**config.mk**
```make
export PLATFORM = sky130hd
export DESIGN_NAME = alu_forward_unit
export DESIGN_NICKNAME = d
export VERILOG_FILES = /design/src/rtl/alu_forward_unit.sv
export SDC_FILE = /design/constraint.sdc
export NUM_CORES = 1
export LEC_CHECK = 0
export ABC_AREA = 1
export CORE_AREA = 2 2 149 93
export CTS_BUF_LIST = sky130_fd_sc_hd__clkbuf_8
export DETAILED_ROUTE_END_ITERATION = 6
export DIE_AREA = 0 0 151 95
export GPL_ROUTABILITY_DRIVEN = 1
export PLACE_DENSITY = 0.73
export SLEW_MARGIN = 15
export SYNTH_ARGS = -nofsm -noshare
export SYNTH_HDL_FRONTEND = slang
export SYNTH_SLANG_ARGS = --single-unit
export TNS_END_PERCENT = 10
```
**constraint.sdc**
```tcl
create_clock -name clock -period 3.38 [get_ports clock]
set_input_delay 0.676 -clock clock [delete_from_list [all_inputs] [get_ports clock]]
set_output_delay 0.676 -clock clock [all_outputs]
set_load 0.02 [all_outputs]
```
**src/rtl/alu_forward_unit.sv**
```systemverilog
// alu_forward_unit: tag-tracking operand forwarding mux with load-use stall and saturating hit counter
module alu_forward_unit #(
  parameter int DATA_WIDTH = 8,
  parameter int ADDR_WIDTH = 5,
  parameter int NUM_OPS = 2
) (
  input  logic                            clock,
  input  logic                            reset_n,
  input  logic                            advance,
  input  logic                            id_valid,
  input  logic [NUM_OPS*ADDR_WIDTH-1:0]   id_src_addr,
  input  logic [NUM_OPS-1:0]              id_src_used,
  input  logic [ADDR_WIDTH-1:0]           id_dst_top_addr,
  input  logic                            id_dst_top_we,
  input  logic [ADDR_WIDTH-1:0]           id_dst_bot_addr,
  input  logic                            id_dst_bot_we,
  input  logic                            id_is_load,
  input  logic [NUM_OPS*DATA_WIDTH-1:0]   id_ex_data,
  input  logic [DATA_WIDTH-1:0]           ex_mem_top,
  input  logic [DATA_WIDTH-1:0]           ex_mem_bot,
  input  logic [DATA_WIDTH-1:0]           mem_wb_top,
  input  logic [DATA_WIDTH-1:0]           mem_wb_bot,
  input  logic                            perf_clear,
  output logic [NUM_OPS*DATA_WIDTH-1:0]   alu_data,
  output logic [NUM_OPS*5-1:0]            alu_input_sel,
  output logic                            load_use_stall,
  output logic [15:0]                     fwd_count
);
  localparam int AW = ADDR_WIDTH;
  localparam int DW = DATA_WIDTH;
  typedef struct packed {
    logic                    valid;
    logic [NUM_OPS*AW-1:0]   src;
    logic [NUM_OPS-1:0]      used;
    logic [AW-1:0]           ta;
    logic                    twe;
    logic [AW-1:0]           ba;
    logic                    bwe;
    logic                    ld;
  } ex_t;
  typedef struct packed {
    logic          valid;
    logic [AW-1:0] ta;
    logic          twe;
    logic [AW-1:0] ba;
    logic          bwe;
  } dst_t;
  ex_t ex;
  dst_t mem, wb;
  logic [NUM_OPS-1:0] op_hit;
  function automatic logic lane_hit(logic v, logic we, logic [AW-1:0] a, logic [AW-1:0] s);
    return v && we && a == s;
  endfunction
  always_ff @(posedge clock or negedge reset_n)
    if (!reset_n) begin
      ex  <= '0;
      mem <= '0;
      wb  <= '0;
    end else if (advance) begin
      wb  <= mem;
      mem <= {ex.valid, ex.ta, ex.twe, ex.ba, ex.bwe};
      ex  <= (id_valid && !load_use_stall) ?
             {1'b1, id_src_addr, id_src_used, id_dst_top_addr, id_dst_top_we,
              id_dst_bot_addr, id_dst_bot_we, id_is_load} : '0;
    end
  for (genvar i = 0; i < NUM_OPS; i++) begin : g_op
    logic [AW-1:0] s;
    logic          u;
    logic [4:0]    sel;
    assign s   = ex.src[i*AW +: AW];
    assign u   = ex.valid && ex.used[i];
    assign sel = !u                                    ? 5'b00001 :
                 lane_hit(mem.valid, mem.twe, mem.ta, s) ? 5'b00010 :
                 lane_hit(mem.valid, mem.bwe, mem.ba, s) ? 5'b00100 :
                 lane_hit(wb.valid, wb.twe, wb.ta, s)    ? 5'b01000 :
                 lane_hit(wb.valid, wb.bwe, wb.ba, s)    ? 5'b10000 : 5'b00001;
    assign alu_input_sel[i*5 +: 5] = sel;
    assign alu_data[i*DW +: DW] = sel[1] ? ex_mem_top :
                                  sel[2] ? ex_mem_bot :
                                  sel[3] ? mem_wb_top :
                                  sel[4] ? mem_wb_bot : id_ex_data[i*DW +: DW];
    assign op_hit[i] = !sel[0];
  end
  always_comb begin
    load_use_stall = 1'b0;
    for (int i = 0; i < NUM_OPS; i++)
      load_use_stall |= id_valid && ex.valid && ex.ld && id_src_used[i] &&
                        (lane_hit(1'b1, ex.twe, ex.ta, id_src_addr[i*AW +: AW]) ||
                         lane_hit(1'b1, ex.bwe, ex.ba, id_src_addr[i*AW +: AW]));
  end
  always_ff @(posedge clock or negedge reset_n)
    if (!reset_n)
      fwd_count <= '0;
    else if (perf_clear)
      fwd_count <= '0;
    else if (advance && ex.valid && |op_hit && fwd_count != 16'hFFFF)
      fwd_count <= fwd_count + 16'd1;
endmodule

```
==> results.json <==
{
  "seq_area_frac_synth": 0.3364,
  "slew_viol_final": 0,
  "route.final.wire_length_um": 15310,
  "clockPowerShare": 0.331,
  "grt_pass1_vias": 4922,
  "finalHoldViolCount": 0,
  "power_density_mw_per_mm2": 312.7,
  "clockBufferDepth": 2,
  "maxCapViolCount": 0,
  "syn_nets": 872,
  "arrival_ps": 2560,
  "antenna_found_initial": 0,
  "ys_warn_count": 0,
  "netlist_instances": 793,
  "worstSkewPairLatency_ps": 350,
  "avgSynthCellArea_um2": 6.379,
  "wl_per_cell_um": 13.96,
  "post-route-drc-count": 0,
  "cts_made_buffers": 9,
  "clock-sinks": 68,
  "root_buffer": "clkbuf_8",
  "met1_length_um": 8016,
  "skew_ps": 8.157,
  "io_buffers": 120,
  "synth_top_area_share": 0.3364,
  "synth_most_common_cell": "nand2_1",
  "syn_to_final_growth_pct": 33.09,
  "htree_levels": 3,
  "drt-vias-per-instance": 4.892,
  "yosys-top-cells-area": "dfrtp_1 34%, nand2_1 21%, nand3_1 9.7%, inv_1 7.6%, o21ai_0 4.2%",
  "first_pass_iters": 6,
  "rows": 33,
  "drtIter0Drc": 495,
  "cts_tree": "yes",
  "postSynth.asyncResetShare": 1.000,
  "switching_share": 0.3169,
  "status": "complete, no violations",
  "dr_wl_met2_um": 6031,
  "hold_path.class": "flip-flop to flip-flop",
  "synth_seq_cells": 68,
  "diodes": 0,
  "grt_pass1_wl_um": 24830,
  "rsz0062_at_grt": "no",
  "grt-ovfl-total": 0,
  "fin_util": 0.5128,
  "synth_cell_types": 35,
  "clock.fmax_ghz": 0.3086,
  "relSlewSlack": 0.3702,
  "gp_congestion": 0.9189,
  "period_minus_slack_ps": 3240,
  "synth.cells.most_frequent": "286 x nand2_1, 102 x inv_1, 98 x nand3_1",
  "crit_type": "flip-flop to output pin",
  "power_frac_comb": 0.221,
  "tightest_slew_ps": 943.7,
  "seqPwrFrac": 0.448,
  "die_w_um": 151,
  "grt_max_degree": 69,
  "cp-start-kind": "flip-flop",
  "cp-end-kind": "output pin",
  "cp.required_ps": 2700,
  "routed.top_layer": "met4",
  "ir_drop_uv": 197.0,
  "synth-edff-count": 0,
  "leakagePower_uw": 0.003554,
  "fin_nets": 996,
  "place_inst": 1077,
  "die_h_um": 95,
  "synth_flop_cell": "dfrtp_1",
  "grtUsageTotal": 0.2188,
  "ant_nets": 0,
  "finalSetupViolCount": 0,
  "finalNonFillerCells": 1097,
  "hold_buffers": 0,
  "netlist_area_mm2": 0.005059,
  "io_pins": 121,
  "cp_max_fo": 10,
  "dieArea_mm2": 0.01435,
  "dpl.hpwl_um": 11780,
  "dr_wl_met3_um": 1216,
  "vias": 5367,
  "clk_pin_slew_ps": 80,
  "p_sw_uw": 667.1,
  "coreArea_mm2": 0.01313,
  "p_int_uw": 1438,
  "yosysTopAreaCell": "dfrtp_1",
  "initial_utilization": 0.3853,
  "fin_crit_sh": 0.9586,
  "drive_above_1_share": 0.08785
}
-- registers in the layout, indices dropped and copies added (netlist names) --
name	count
ex	26
fwd_count	16
mem	13
wb	13
-- cells by family (layout without fill, tap and decap cells) --
group                    count (synthesis)  count (layout)  share of synthesized area
AO/OA/AOI/OAI                           70              70                    0.07544
XOR/XNOR                                28              28                    0.04848
adder cells (fa/ha/maj)                  1               1                   0.002473
buffers and inverters                  136             265                     0.1093
flip-flops                              68              68                     0.3364
AND/OR/NAND/NOR                        490             490                     0.4279
-- layout by cell type, fill, tap and decap left out, drive strengths merged, types with 2 or more instances in the layout --
cell,n
nand2,293
inv,112
nand3,103
clkdlybuf4s50,102
dfrtp,68
nor2,59
o21ai,46
nand4,24
xor2,22
buf,18
a21oi,14
clkbuf,11
dlygate4sd2,8
o22ai,7
xnor2,6
or2,6
dlymetal6s2s,6
nor3,4
clkinv,3
clkinvlp,2
clkdlybuf4s15,2
-- power by group through the flow --
stage | clock network, uW | registers (uW) | logic, uW
after CTS | 718 | 941 | 458
final | 697 | 944 | 465
after global placement | 0 | 957 | 450
after detailed placement | 0 | 957 | 453
after global routing | 746 | 952 | 518
after floorplan | 0 | 931 | 258
-- final cells by class --
type / instances / area (um^2)
fill: 1335 / 6397
multi-input combinational: 589 / 2830
sequential: 68 / 1705
timing repair buffer: 137 / 1349
inverter: 112 / 420.4
tap: 175 / 219.0
clock buffer: 10 / 137.6
clock inverter: 6 / 71.32
-- final timing paths --
check	start	endpoint	slack, ps	cells after the start
setup reg to reg	fwd_count[0]	fwd_count[5]	1220	10
min in group asynchronous	reset_n	fwd_count[8]	510	2
setup / recovery	wb[12]	alu_data[6]	140	13
hold / removal	ex[0]	ex[0]	480	2
max in group asynchronous	reset_n	ex[22]	2260	2
hold reg to reg	ex[0]	ex[0]	480	2
-- routing by layer --
layer  vias up  global-route usage
met5         -                   0
met4         0             0.02336
met3         8             0.05121
met2       171              0.3114
met1      2435              0.3426
li1       2753                   -
-- timing repair --
item | in CTS | in global routing
endpoints found under the setup margin | 16 | 12
pin swaps | 3 | 2
setup buffers | 2 | 2
resized for setup | 17 | 13
-- critical path, cell delays in order (launching register included) --
cell and delay [ps]:
dfrtp_1 440, nand2_1 70, a21oi_1 150, nand2_1 160, nor3_4 200, buf_4 210, nor2_4 90, buf_4 150
nand3_1 80, nand3_1 90, nand2_1 110, nand2_1 60, nand2_1 60, dlygate4sd2_1 330
-- through the flow --
stage                     hold slack (ps)  worst slack (ps)  setup TNS [ps]  area [um^2]  total power [uW]
final                               480.6             139.9               0         6733              2105
after detailed placement            467.0             78.99               0         6439              1410
after global routing                520.4            0.3335               0         6733              2216
after CTS                           488.7            -126.7          -126.7         6698              2118
after floorplan                     380.4              1011               0         5059              1189
after global placement              467.8             115.5               0         6439              1407
Power figures use the tool's default switching activity.
